--- config.mk ---
export PLATFORM = sky130hd
export DESIGN_NAME = vdd_recovery_controller
export DESIGN_NICKNAME = d
export VERILOG_FILES = /design/src/rtl/vdd_recovery_controller.sv
export SDC_FILE = /design/constraint.sdc
export NUM_CORES = 1
export LEC_CHECK = 0
export BUFFER_PORTS_ARGS = -buffer_cell sky130_fd_sc_hd__buf_4
export CAP_MARGIN = 10
export CORE_UTILIZATION = 61
export DETAILED_ROUTE_END_ITERATION = 7
export HOLD_SLACK_MARGIN = 0.05
export PLACE_DENSITY = 0.84
export SYNTH_ARGS = -nofsm -noshare
export SYNTH_HDL_FRONTEND = slang
export SYNTH_SLANG_ARGS = --single-unit
export TNS_END_PERCENT = 50
--- constraint.sdc ---
create_clock -name clk -period 3.2 [get_ports clk]
set_input_delay 0.32 -clock clk [delete_from_list [all_inputs] [get_ports clk]]
set_output_delay 0.32 -clock clk [all_outputs]
set_load 0.005 [all_outputs]
--- src/rtl/vdd_recovery_controller.sv ---
// Supervises VDD fault episodes: debounces fault_vdd, parks the system in a
// safe state, retries recovery a bounded number of times and locks out on persistent failure.
`timescale 1ns/1ps
module vdd_recovery_controller #(
  parameter int DEBOUNCE_CYCLES  = 4,
  parameter int STABLE_CYCLES    = 64,
  parameter int RECOVERY_TIMEOUT = 32,
  parameter int MAX_RETRIES      = 3,
  parameter int COOLDOWN_CYCLES  = 16
) (
  input  logic       clk,
  input  logic       reset,
  input  logic       fault_vdd,
  input  logic       recovery_ready,
  input  logic       safe_state_ack,
  input  logic       clear_lockout,
  output logic       external_recovery,
  output logic       safe_state_req,
  output logic       lockout,
  output logic       recovered_pulse,
  output logic [2:0] ctrl_state,
  output logic [3:0] retry_count,
  output logic [7:0] event_count
);

  // One shared phase counter serves debounce, stability, timeout and cooldown.
  localparam int MAX_A   = (DEBOUNCE_CYCLES > STABLE_CYCLES) ? DEBOUNCE_CYCLES : STABLE_CYCLES;
  localparam int MAX_B   = (RECOVERY_TIMEOUT > COOLDOWN_CYCLES) ? RECOVERY_TIMEOUT : COOLDOWN_CYCLES;
  localparam int CNT_MAX = (MAX_A > MAX_B) ? MAX_A : MAX_B;
  localparam int CNT_W   = $clog2(CNT_MAX + 1);

  localparam logic [CNT_W-1:0] DB_LAST = CNT_W'(DEBOUNCE_CYCLES - 1);
  localparam logic [CNT_W-1:0] ST_LAST = CNT_W'(STABLE_CYCLES - 1);
  localparam logic [CNT_W-1:0] TO_LAST = CNT_W'(RECOVERY_TIMEOUT - 1);
  localparam logic [CNT_W-1:0] CD_LAST = CNT_W'(COOLDOWN_CYCLES - 1);
  localparam logic [3:0]       RETRY_LIMIT = 4'(MAX_RETRIES);

  typedef enum logic [2:0] {
    ST_IDLE        = 3'd0,
    ST_DEBOUNCE    = 3'd1,
    ST_SAFE        = 3'd2,
    ST_STABLE_WAIT = 3'd3,
    ST_RECOVER     = 3'd4,
    ST_COOLDOWN    = 3'd5,
    ST_LOCKOUT     = 3'd6,
    ST_ILLEGAL     = 3'd7
  } state_e;

  state_e           state_q, state_d;
  logic [CNT_W-1:0] cnt_q, cnt_d;
  logic [3:0]       retry_q, retry_d;
  logic [7:0]       event_q, event_d;
  logic             ext_q, ext_d;
  logic             safe_q, safe_d;
  logic             lock_q, lock_d;
  logic             pulse_q, pulse_d;
  logic             fail;
  state_e           fail_tgt;
  logic [3:0]       retry_inc;

  always_comb begin
    state_d   = state_q;
    cnt_d     = cnt_q;
    retry_d   = retry_q;
    event_d   = event_q;
    pulse_d   = 1'b0;
    fail      = 1'b0;
    fail_tgt  = ST_STABLE_WAIT;
    retry_inc = retry_q + 4'd1;

    case (state_q)
      ST_IDLE: begin
        if (fault_vdd) begin
          state_d = ST_DEBOUNCE;
          cnt_d   = CNT_W'(1);
        end
      end
      ST_DEBOUNCE: begin
        if (!fault_vdd) begin
          state_d = ST_IDLE;
        end else if (cnt_q == DB_LAST) begin
          state_d = ST_SAFE;
          if (event_q != 8'hFF) event_d = event_q + 8'd1;
        end else begin
          cnt_d = cnt_q + CNT_W'(1);
        end
      end
      ST_SAFE: begin
        if (safe_state_ack) begin
          state_d = ST_STABLE_WAIT;
          cnt_d   = '0;
        end
      end
      ST_STABLE_WAIT: begin
        if (fault_vdd) begin
          cnt_d = '0;
        end else if (cnt_q == ST_LAST) begin
          state_d = ST_RECOVER;
          cnt_d   = '0;
        end else begin
          cnt_d = cnt_q + CNT_W'(1);
        end
      end
      ST_RECOVER: begin
        // A fault seen together with recovery_ready is still a failure.
        if (fault_vdd) begin
          fail = 1'b1;
        end else if (recovery_ready) begin
          state_d = ST_COOLDOWN;
          cnt_d   = '0;
        end else if (cnt_q == TO_LAST) begin
          fail = 1'b1;
        end else begin
          cnt_d = cnt_q + CNT_W'(1);
        end
      end
      ST_COOLDOWN: begin
        if (fault_vdd) begin
          fail     = 1'b1;
          fail_tgt = ST_SAFE;
        end else if (cnt_q == CD_LAST) begin
          state_d = ST_IDLE;
          retry_d = '0;
          pulse_d = 1'b1;
        end else begin
          cnt_d = cnt_q + CNT_W'(1);
        end
      end
      ST_LOCKOUT: begin
        if (clear_lockout && !fault_vdd) begin
          state_d = ST_IDLE;
          retry_d = '0;
          cnt_d   = '0;
        end
      end
      default: state_d = ST_LOCKOUT;
    endcase

    if (fail) begin
      retry_d = retry_inc;
      cnt_d   = '0;
      state_d = (retry_inc == RETRY_LIMIT) ? ST_LOCKOUT : fail_tgt;
    end

    // Outputs are decoded from the next state so the registered copies track ctrl_state.
    ext_d  = (state_d == ST_RECOVER);
    safe_d = (state_d == ST_SAFE) || (state_d == ST_STABLE_WAIT) ||
             (state_d == ST_RECOVER) || (state_d == ST_LOCKOUT);
    lock_d = (state_d == ST_LOCKOUT);
  end

  always_ff @(posedge clk or posedge reset) begin
    if (reset) begin
      state_q <= ST_IDLE;
      cnt_q   <= '0;
      retry_q <= '0;
      event_q <= '0;
      ext_q   <= 1'b0;
      safe_q  <= 1'b0;
      lock_q  <= 1'b0;
      pulse_q <= 1'b0;
    end else begin
      state_q <= state_d;
      cnt_q   <= cnt_d;
      retry_q <= retry_d;
      event_q <= event_d;
      ext_q   <= ext_d;
      safe_q  <= safe_d;
      lock_q  <= lock_d;
      pulse_q <= pulse_d;
    end
  end

  assign external_recovery = ext_q;
  assign safe_state_req    = safe_q;
  assign lockout           = lock_q;
  assign recovered_pulse   = pulse_q;
  assign ctrl_state        = state_q;
  assign retry_count       = retry_q;
  assign event_count       = event_q;

endmodule

==> metrics.md, run 1 <==
| Metric | Value |
|---|---|
| Status | `finished clean` |
| Multi-input logic area | `1017 um2` |
| DRC viols | `0` |
| Clock Tree Root | `clkbuf_4` |
| Max Cap Violations | `0` |
| Mapped Area | `1785 um2` |
| Register bit total from synthesis | `26` |
| Hold WC Path Type | `in -> async` |
| Drt first pass iters | `4` |
| Mapped Nets | `205` |
| Post-route antenna net violation count | `0` |
| Initial antenna violation count | `0` |
| TritonCTS clock tree | `built` |
| Top Ports | `25` |
| Mean Syn Cell Area | `9.348 um2` |
| Dpl cells | `238` |
| Largest net degree at the start of global routing | `27` |
| Vias | `1535` |
| Flop pwr share | `0.351` |
| Leak | `0.0009041 uW` |
| WP data arrival | `2.86 ns` |
| Setup TNS | `0 ns` |
| Clk buf depth | `2` |
| Final period util | `0.8215` |
| Startpoint types | `flop` |
| Fin. Hold Viols | `0` |
| Pint | `769.8 uW` |
| Final worst slack | `0.5713 ns` |
| Commonest cells after routing, fill and taps aside | `26 x dfrtp_1, 24 x buf_4, 15 x nand2_1, 11 x o21ai_0, 11 x nor2_1` |
| DRT iter0 DRCs | `101` |
| # fillers | `218` |
| Commonest non-fill, non-tap cell in the layout | `dfrtp_1` |
| PortBufs | `24` |
| Max Freq | `380.4 MHz` |
| Cells after Synth | `191` |
| Core Box Area | `2758 um2` |
| Rel. slew slack | `0.3531` |
| Cts repair resizes | `0` |
| Vias per inst | `6.369` |
| Post-CTS Setup Bufs | `0` |
| H-tree depth | `1` |
| Die W | `56.10 um` |
| Final Max Slew Viols | `0` |
| Hold_buf cts | `0` |
| Power density over the cells | `722.9 nW/um2` |
| N_diodes | `0` |
| CP Capture Type | `flop` |
| Unrepaired setup endpoints after global routing | `no` |
| Detailed Place HPWL | `2.832 mm` |
| Die H | `56.10 um` |
| Sw Ratio | `0.4541` |
| NetSw | `640.3 uW` |
| Comb power frac | `0.552` |
| Rows | `19` |
| Die Area | `3147 um2` |
| Area leader, netlist | `dfrtp_1` |
| Clock sink total | `26` |
| Distinct cells, synth | `51` |
| Layout Skew | `0.009285 ns` |
| Ys Warns | `0` |
| First-pass GRT wire length | `6.430 mm` |
| GR Util All Layers | `0.2557` |
| Nets@finish | `226` |
| Sequential element share of the synthesized area | `0.3644` |
| Fin util | `0.7074` |
| Post-layout min period | `2.629 ns` |
| Post-Layout Cell Count | `241` |
| Post-synth top area share | `0.3644` |
| Clock buffer count from CTS | `3` |
| Main area contributors after synthesis | `dfrtp_1 36%, ha_1 5.6%, nand2_1 3.2%` |
| Clock power share | `0.096` |
| Routed len/inst | `15.71 um` |
| Register Area | `650.6 um2` |
| Routed wire length | `3.787 mm` |
| Crit-path max FO | `12` |
| Layout cells sized above 1 | `0.2238` |
| VDD IR max | `0.6634 mV` |
| Worst-path clk slew | `0.14 ns` |
| Initial Utilization | `0.6475` |
| WHS | `0.2176 ns` |
| Worst-Skew Late Latency | `0.31 ns` |
| WS Path Type | `reg -> reg` |
| WP data required | `3.43 ns` |
| Area grow syn2layout | `9.250%` |
| Slew @ Worst Pin | `0.9693 ns` |
| Vias in the first global route | `1401` |
| Grt total ovfl | `0` |
| GPL Wtd Cong | `0.8985` |
| Finish-stage setup viols | `0` |
| Dpl ws | `0.6687 ns` |
## final timing paths
kind	slack [ns]	start	depth (start not counted)	end
min reg2reg	0.54	event_count[4]	1	event_count[4]
max	0.57	ctrl_state[0]	7	cnt_q[5]
max in group asynchronous	2.39	reset	2	retry_count[3]
min	0.22	reset	2	cnt_q[0]
min in group clk	0.24	fault_vdd	2	recovered_pulse
max reg2reg	0.57	ctrl_state[0]	7	cnt_q[5]
## cells by family (layout without fill, tap and decap cells)
logic type,Yosys count,in the layout,synth area share
flops,26,26,0.3644
simple gates,74,74,0.2341
fa+ha+maj,8,8,0.05606
mux,2,2,0.01191
xor+xnor,9,9,0.04415
compound gates,53,53,0.2235
buf+inv,19,38,0.06587
## final cells by class
| type | instances | area share |
|---|---|---|
| Timing Repair Buffer | 24 | 0.09237 |
| Sequential cell | 26 | 0.3335 |
| Tap cell | 31 | 0.01988 |
| Inverter | 11 | 0.02117 |
| Clock buffer | 3 | 0.01155 |
| Multi-Input combinational cell | 146 | 0.5215 |
## power groups by stage
stage | Clock, uW | Combinational, uW | Sequential (uW)
5_1_grt | 153 | 870 | 509
3_5_place_dp | 0 | 769 | 499
3_3_place_gp | 0 | 738 | 489
2_1_floorplan | 0 | 601 | 471
4_1_cts | 137 | 774 | 492
6_report | 135 | 779 | 496
## cell usage after synthesis, drive strengths merged
cell type and n:
o31a 1, a21oi 10, nand3b 1, nand3 10, a221oi 1, clkbuf 5, and3 6, nand2 16
o31ai 4, dfrtp 26, a31oi 3, o41ai 1, inv 11, xnor2 4, a211oi 3, o211ai 3
a211o 1, o21ai 16, a311oi 1, ha 8, nor4 3, buf 3, mux2 1, o221ai 1
nor4b 1, a32o 1, nor2 11, and2b 1, nor2b 7, xor2 5, nand4 5, a21o 1
o21a 3, or2 2, nand2b 3, a31o 3, mux2i 1, nor3 8
## per-layer routing
metal	vias to the layer above	part of all wire	track usage
li1	732	-	-
met1	727	0.44	0.3555
met2	70	0.49	0.4235
met3	6	0.061	0.02326
met4	0	0.013	0.08014
met5	-	0	0
## critical path: stages (launching register included)
cell      delay (ns)
dfrtp_1         0.49
inv_1           0.14
ha_1            0.44
nand3b_1        0.26
o41ai_4         0.47
a221oi_2        0.20
or2_1           0.30
o31ai_1         0.24
## per-stage QoR
| stage | total power, uW | area, um2 |
|---|---|---|
| detailed placement | 1267 | 1928 |
| finish | 1410 | 1951 |
| global route | 1532 | 1951 |
| global placement | 1227 | 1928 |
| floorplan | 1072 | 1785 |
| CTS | 1403 | 1951 |
## sequential cells by signal, indices dropped and copies added, names as in the netlist
register,count
event_count,8
cnt_q,7
retry_count,4
ctrl_state,3
external_recovery,1
lockout,1
recovered_pulse,1
safe_state_req,1
No activity file was read; power rests on OpenSTA's default activity.
==> run 2: changes to the inputs <==
Settings changed: CORE_UTILIZATION 61 to 57, PLACE_DENSITY 0.84 to 0.79.
Clock period 3.2 ns to 2.5 ns, I/O delays scaled along.
==> metrics.md, run 2 (synthesis results as in run 1) <==
| Metric | Value |
|---|---|
| Status | `complete, but fails checks` |
| Violated checks | `DRC` |
| Leak | `0.0009506 uW (+5.1%)` |
| Largest net degree at the start of global routing | `27 (unchanged)` |
| Top Ports | `25 (unchanged)` |
| Clk buf depth | `2 (unchanged)` |
| NetSw | `827.5 uW (+29%)` |
| Routed wire length | `3.834 mm (+1.2%)` |
| Vias | `1553 (+1.2%)` |
| Initial antenna violation count | `0 (unchanged)` |
| Worst-path clk slew | `0.14 ns (about the same)` |
| Commonest cells after routing, fill and taps aside | `32 x buf_4, 25 x dfrtp_1, 15 x nand2_1, 11 x o21ai_0, 11 x nor2_1` |
| Core Box Area | `2853 um2 (+3.4%)` |
| WP data required | `2.74 ns (-0.69 ns)` |
| Clock buffer count from CTS | `3 (unchanged)` |
| Setup TNS | `0 ns (unchanged)` |
| Commonest non-fill, non-tap cell in the layout | `buf_4` |
| Fin. Hold Viols | `0 (unchanged)` |
| Max reg flops | `8 (unchanged)` |
| Vias in the first global route | `1467 (+4.7%)` |
| DRC viols | `1 (+1)` |
| R2R Path End | `cnt_q[5]` |
| Detailed Place HPWL | `2.863 mm (+1.1%)` |
| Layout Skew | `0.01630 ns (+0.007010 ns)` |
| Nets@finish | `234 (+3.5%)` |
| Crit-path max FO | `7 (-5)` |
| WS Path Type | `reg -> reg` |
| Worst-Skew Late Latency | `0.32 ns (about the same)` |
| Unrepaired setup endpoints after global routing | `no` |
| Finish-stage setup viols | `0 (unchanged)` |
| Die Area | `3360 um2 (+6.8%)` |
| VDD IR max | `0.7288 mV (+9.9%)` |
| First-pass GRT wire length | `6.644 mm (+3.3%)` |
| H-tree depth | `1 (unchanged)` |
| DRT iter0 DRCs | `87 (-14%)` |
| Met1 Usage GRT | `0.3299 (-0.02559)` |
| TritonCTS clock tree | `built` |
| Grt peak-use layer | `met2` |
| Clock Tree Root | `clkbuf_4` |
| N_diodes | `0 (unchanged)` |
| R2R setup slack | `0.17 ns (-0.40 ns)` |
| Initial Utilization | `0.6259 (-0.02158)` |
| Clock power share | `0.109 (+0.013)` |
| Grt total ovfl | `0 (unchanged)` |
| Comb power frac | `0.557 (+0.005)` |
| Max Freq | `428.9 MHz (+13%)` |
| Hold_buf cts | `0 (unchanged)` |
| Routed len/inst | `15.34 um (-2.4%)` |
| Die H | `57.97 um (+3.3%)` |
| GR Util met2 | `0.4335 (+0.01003)` |
| R2r worst-path depth | `8 (+1)` |
| Die W | `57.97 um (+3.3%)` |
| Final Max Slew Viols | `0 (unchanged)` |
| Hold WC Path Type | `in -> async` |
| WP data arrival | `2.58 ns (-0.28 ns)` |
| GR Util All Layers | `0.2558 (about the same)` |
| Vias per inst | `6.212 (-2.5%)` |
| Slew @ Worst Pin | `0.9864 ns (+0.01718 ns)` |
| M3 GR Usage | `0.04464 (+0.02139)` |
| CP Capture Type | `flop` |
| Post-layout min period | `2.332 ns (-0.2971 ns)` |
| Final period util | `0.9326 (+0.1112)` |
| GPL Wtd Cong | `0.9315 (+3.7%)` |
| Sw Ratio | `0.4353 (-0.01873)` |
| Max Cap Violations | `0 (unchanged)` |
| Power density over the cells | `938.3 nW/um2 (+30%)` |
| Post-route antenna net violation count | `0 (unchanged)` |
| Pint | `1073 uW (+39%)` |
| Clock sink total | `26 (unchanged)` |
| Drt first pass iters | `6 (+2)` |
| Layout cells sized above 1 | `0.2603 (+0.03646)` |
| Area grow syn2layout | `13.45%` |
| Reg-to-reg startpoint | `ctrl_state[1]` |
| Rel. slew slack | `0.3416 (-0.01147)` |
| Startpoint types | `flop` |
| Rows | `19 (unchanged)` |
| Fin util | `0.7101 (+0.002738)` |
| PortBufs | `24 (unchanged)` |
| Flop pwr share | `0.334 (-0.017)` |
run 2: changes by cell type in the layout (fill, tap and decap cells not counted), sizes merged:
| cell | change |
|---|---|
| clkbuf | +1 |
| buf | +8 |
run 2: what timing repair did:
item / CTS / global route
endpoints found under the setup margin: 0 / 4
gates resized for setup: 0 / 1
buffers inserted: 0 / 3
run 2: cell type report:
type,count,area [um2]
multi-input combinational,146,1017
fill,223,827.0
sequential,26,651.9
timing repair buffer,32,240.2
inverter,11,41.29
tap,31,38.79
clock buffer,4,36.28
run 2: power by group through the flow:
| stage | clock, uW | sequential [uW] | combinational, uW |
|---|---|---|---|
| after CTS | 216 | 630 | 1040 |
| after floorplan | 0 | 603 | 769 |
| final | 208 | 635 | 1060 |
| after detailed placement | 0 | 638 | 1040 |
| after global routing | 226 | 652 | 1190 |
| after global placement | 0 | 628 | 1000 |
run 2: critical path, cell delays in order, from the launching register on:
cell      delay (ns)
dfrtp_1         0.47
inv_1           0.09
ha_1            0.27
buf_4           0.19
o211ai_2        0.20
o41ai_4         0.16
a211o_1         0.38
or2_1           0.27
o31ai_1         0.23
run 2: routing by layer:
layer / routed length (um) / vias up
met3: 229 / 4
li1: - / 744
met4: 44 / 0
met5: 0 / -
met1: 1614 / 752
met2: 1946 / 53
run 2: how the worst max path moves through the flow:
stage                   from        to  slack (ns)  depth (start not counted)
2_1_floorplan  ctrl_state[0]  cnt_q[5]        0.39                          8
3_3_place_gp   ctrl_state[0]  cnt_q[5]        0.26                          8
3_5_place_dp   ctrl_state[0]  cnt_q[5]        0.14                          8
4_1_cts        ctrl_state[0]  cnt_q[5]        0.13                          8
5_1_grt        ctrl_state[1]  cnt_q[5]       0.003                          8
6_report       ctrl_state[1]  cnt_q[5]        0.17                          8
run 2: through the flow:
stage / power (uW) / instances / cell area (um2) / hold slack (ns) / worst slack, ns
CTS: 1889 / 247 / 2002 / 0.1508 / 0.1297
global placement: 1633 / 243 / 1966 / 0.4971 / 0.2553
finish: 1901 / 250 / 2026 / 0.1408 / 0.1685
detailed placement: 1674 / 243 / 1966 / 0.5169 / 0.1358
global route: 2064 / 250 / 2026 / 0.1686 / 0.003088
floorplan: 1372 / 191 / 1785 / 0.2900 / 0.3912
==> run 3: changes to the inputs <==
Settings changed: MAX_ROUTING_LAYER from default to met4, SKIP_LAST_GASP from default to 1.
==> metrics.md, run 3 (synthesis results as in run 1) <==
| Metric | Value |
|---|---|
| GPL Wtd Cong | `0.9390 (+0.81%)` |
| Unrepaired setup endpoints after global routing | `yes` |
| Final Power | `1860 uW (-2.1%)` |
| Vias per inst | `6.117 (-1.5%)` |
| Clock buffer count from CTS | `3 (unchanged)` |
| Worst-path clk slew | `0.13 ns (about the same)` |
| Worst-Skew Late Latency | `0.31 ns (about the same)` |
| Final Max Slew Viols | `0 (unchanged)` |
| Layout cells sized above 1 | `0.2500 (-0.01027)` |
| Routed wire length | `3.745 mm (-2.3%)` |
| Final worst slack | `0.1278 ns (-0.04066 ns)` |
| Leak | `0.0009317 uW (-2.0%)` |
| Top Ports | `25 (unchanged)` |
| Placed Area | `1973 um2 (+0.38%)` |
| Clock sink total | `26 (unchanged)` |
| CP startpoint | `ctrl_state[1]` |
| Vias | `1511 (-2.7%)` |
| CP Capture Point | `cnt_q[5]` |
| Vias in the first global route | `1390 (-5.2%)` |
| Hold_buf cts | `0 (unchanged)` |
| Clock Tree Root | `clkbuf_4` |
| Design Area, Final | `1997 um2 (-1.4%)` |
| Rel. slew slack | `0.3637 (+0.02209)` |
| Commonest non-fill, non-tap cell in the layout | `buf_4` |
| Fin. Hold Viols | `0 (unchanged)` |
| Detailed Place HPWL | `2.883 mm (+0.73%)` |
| WP data arrival | `2.60 ns (+0.02 ns)` |
| N_diodes | `0 (unchanged)` |
| Area grow syn2layout | `11.84%` |
| DRT iter0 DRCs | `72 (-17%)` |
| Drt first pass iters | `6 (unchanged)` |
| Routed len/inst | `15.16 um (-1.1%)` |
| R2r worst-path depth | `8 (unchanged)` |
| Initial antenna violation count | `0 (unchanged)` |
| R2R Path End | `cnt_q[5]` |
| Crit-path max FO | `7 (unchanged)` |
| Max reg flops | `8 (unchanged)` |
| Finish-stage setup viols | `0 (unchanged)` |
| First-pass GRT wire length | `6.451 mm (-2.9%)` |
| Die Area | `3360 um2 (unchanged)` |
| Nets@finish | `232 (-0.85%)` |
| Max Freq | `421.6 MHz (-1.7%)` |
| Die H | `57.97 um (unchanged)` |
| CP Capture Type | `flop` |
| Post-layout min period | `2.372 ns (+0.04066 ns)` |
| Violated checks | `DRC` |
| Rows | `19 (unchanged)` |
| Fin util | `0.7000 (-0.01009)` |
| Commonest cells after routing, fill and taps aside | `30 x buf_4, 25 x dfrtp_1, 15 x nand2_1, 11 x o21ai_0, 11 x nor2_1` |
| Clk buf depth | `2 (unchanged)` |
| Layout Skew | `0.009090 ns (-0.007205 ns)` |
| Reg-to-reg startpoint | `ctrl_state[1]` |
| DRC viols | `1 (unchanged)` |
| Grt total ovfl | `0 (unchanged)` |
| WS Path Type | `reg -> reg` |
| Status | `complete, but fails checks` |
| Dpl ws | `0.09863 ns (-0.03713 ns)` |
| Post-Layout Cell Count | `247 (-1.2%)` |
| Initial Utilization | `0.6259 (unchanged)` |
| TritonCTS clock tree | `built` |
| PortBufs | `24 (unchanged)` |
| Final period util | `0.9489 (+0.01626)` |
| Largest net degree at the start of global routing | `27 (unchanged)` |
| Startpoint types | `flop` |
| VDD IR max | `0.7527 mV (+3.3%)` |
| R2R setup slack | `0.13 ns (-0.04 ns)` |
| Core Box Area | `2853 um2 (unchanged)` |
| Max Cap Violations | `0 (unchanged)` |
| Die W | `57.97 um (unchanged)` |
| Power density over the cells | `931.7 nW/um2 (-0.71%)` |
| Slew @ Worst Pin | `0.9533 ns (-0.03310 ns)` |
| Hold WC Path Type | `in -> async` |
| GR Util All Layers | `0.2545 (-0.001300)` |
| Dpl cells | `244 (+0.41%)` |
| H-tree depth | `1 (unchanged)` |
| WP data required | `2.73 ns (about the same)` |
| Post-route antenna net violation count | `0 (unchanged)` |
==> run 3: worst min path at each step <==
stage                   startpoint         endpoint  slack (ns)  depth (start not counted)
global placement    event_count[6]   event_count[6]        0.50                          1
detailed placement  event_count[4]   event_count[4]        0.51                          1
global route             fault_vdd  recovered_pulse        0.18                          2
floorplan                    reset         cnt_q[0]        0.29                          1
CTS                          reset   event_count[3]        0.17                          2
finish                       reset   event_count[3]        0.14                          2
==> run 3: critical path, cell delays in order, from the launching register on <==
cell      delay, ns
dfrtp_1        0.48
inv_1          0.11
ha_1           0.28
buf_4          0.19
o211ai_2       0.20
o41ai_4        0.16
a211o_1        0.38
or2_1          0.27
o31ai_1        0.23
==> run 3: per-stage QoR <==
step                      hold slack (ns)   TNS, ns
final                              0.1383         0
after global routing               0.1827  -0.01534
after global placement             0.4966         0
after detailed placement           0.5146         0
after CTS                          0.1663         0
after floorplan                    0.2900         0
==> run 3: metal layers <==
layer,global-route usage,part of all wire,vias up
li1,-,-,748
met1,0.3416,0.45,724
met2,0.4072,0.50,35
met3,0.03571,0.039,4
met4,0.06803,0.010,0
met5,-,0,-
==> run 3: layout make-up <==
| class | instances | area, um2 |
|---|---|---|
| clock buffer | 3 | 22.52 |
| inverter | 11 | 41.29 |
| timing repair buffer | 30 | 225.2 |
| tap | 31 | 38.79 |
| fill | 238 | 855.8 |
| sequential | 26 | 651.9 |
| multi-input combinational | 146 | 1017 |
==> run 3: timing repair <==
| item | in CTS | in global routing |
|---|---|---|
| setup buffers | 0 | 0 |
| setup endpoints to repair | 0 | 3 |
| gates resized for setup | 0 | 1 |
==> run 3: power by group <==
group / internal (uW) / switching [uW]
Sequential: 508 / 111
Combinational: 480 / 593
Clock: 56.3 / 112
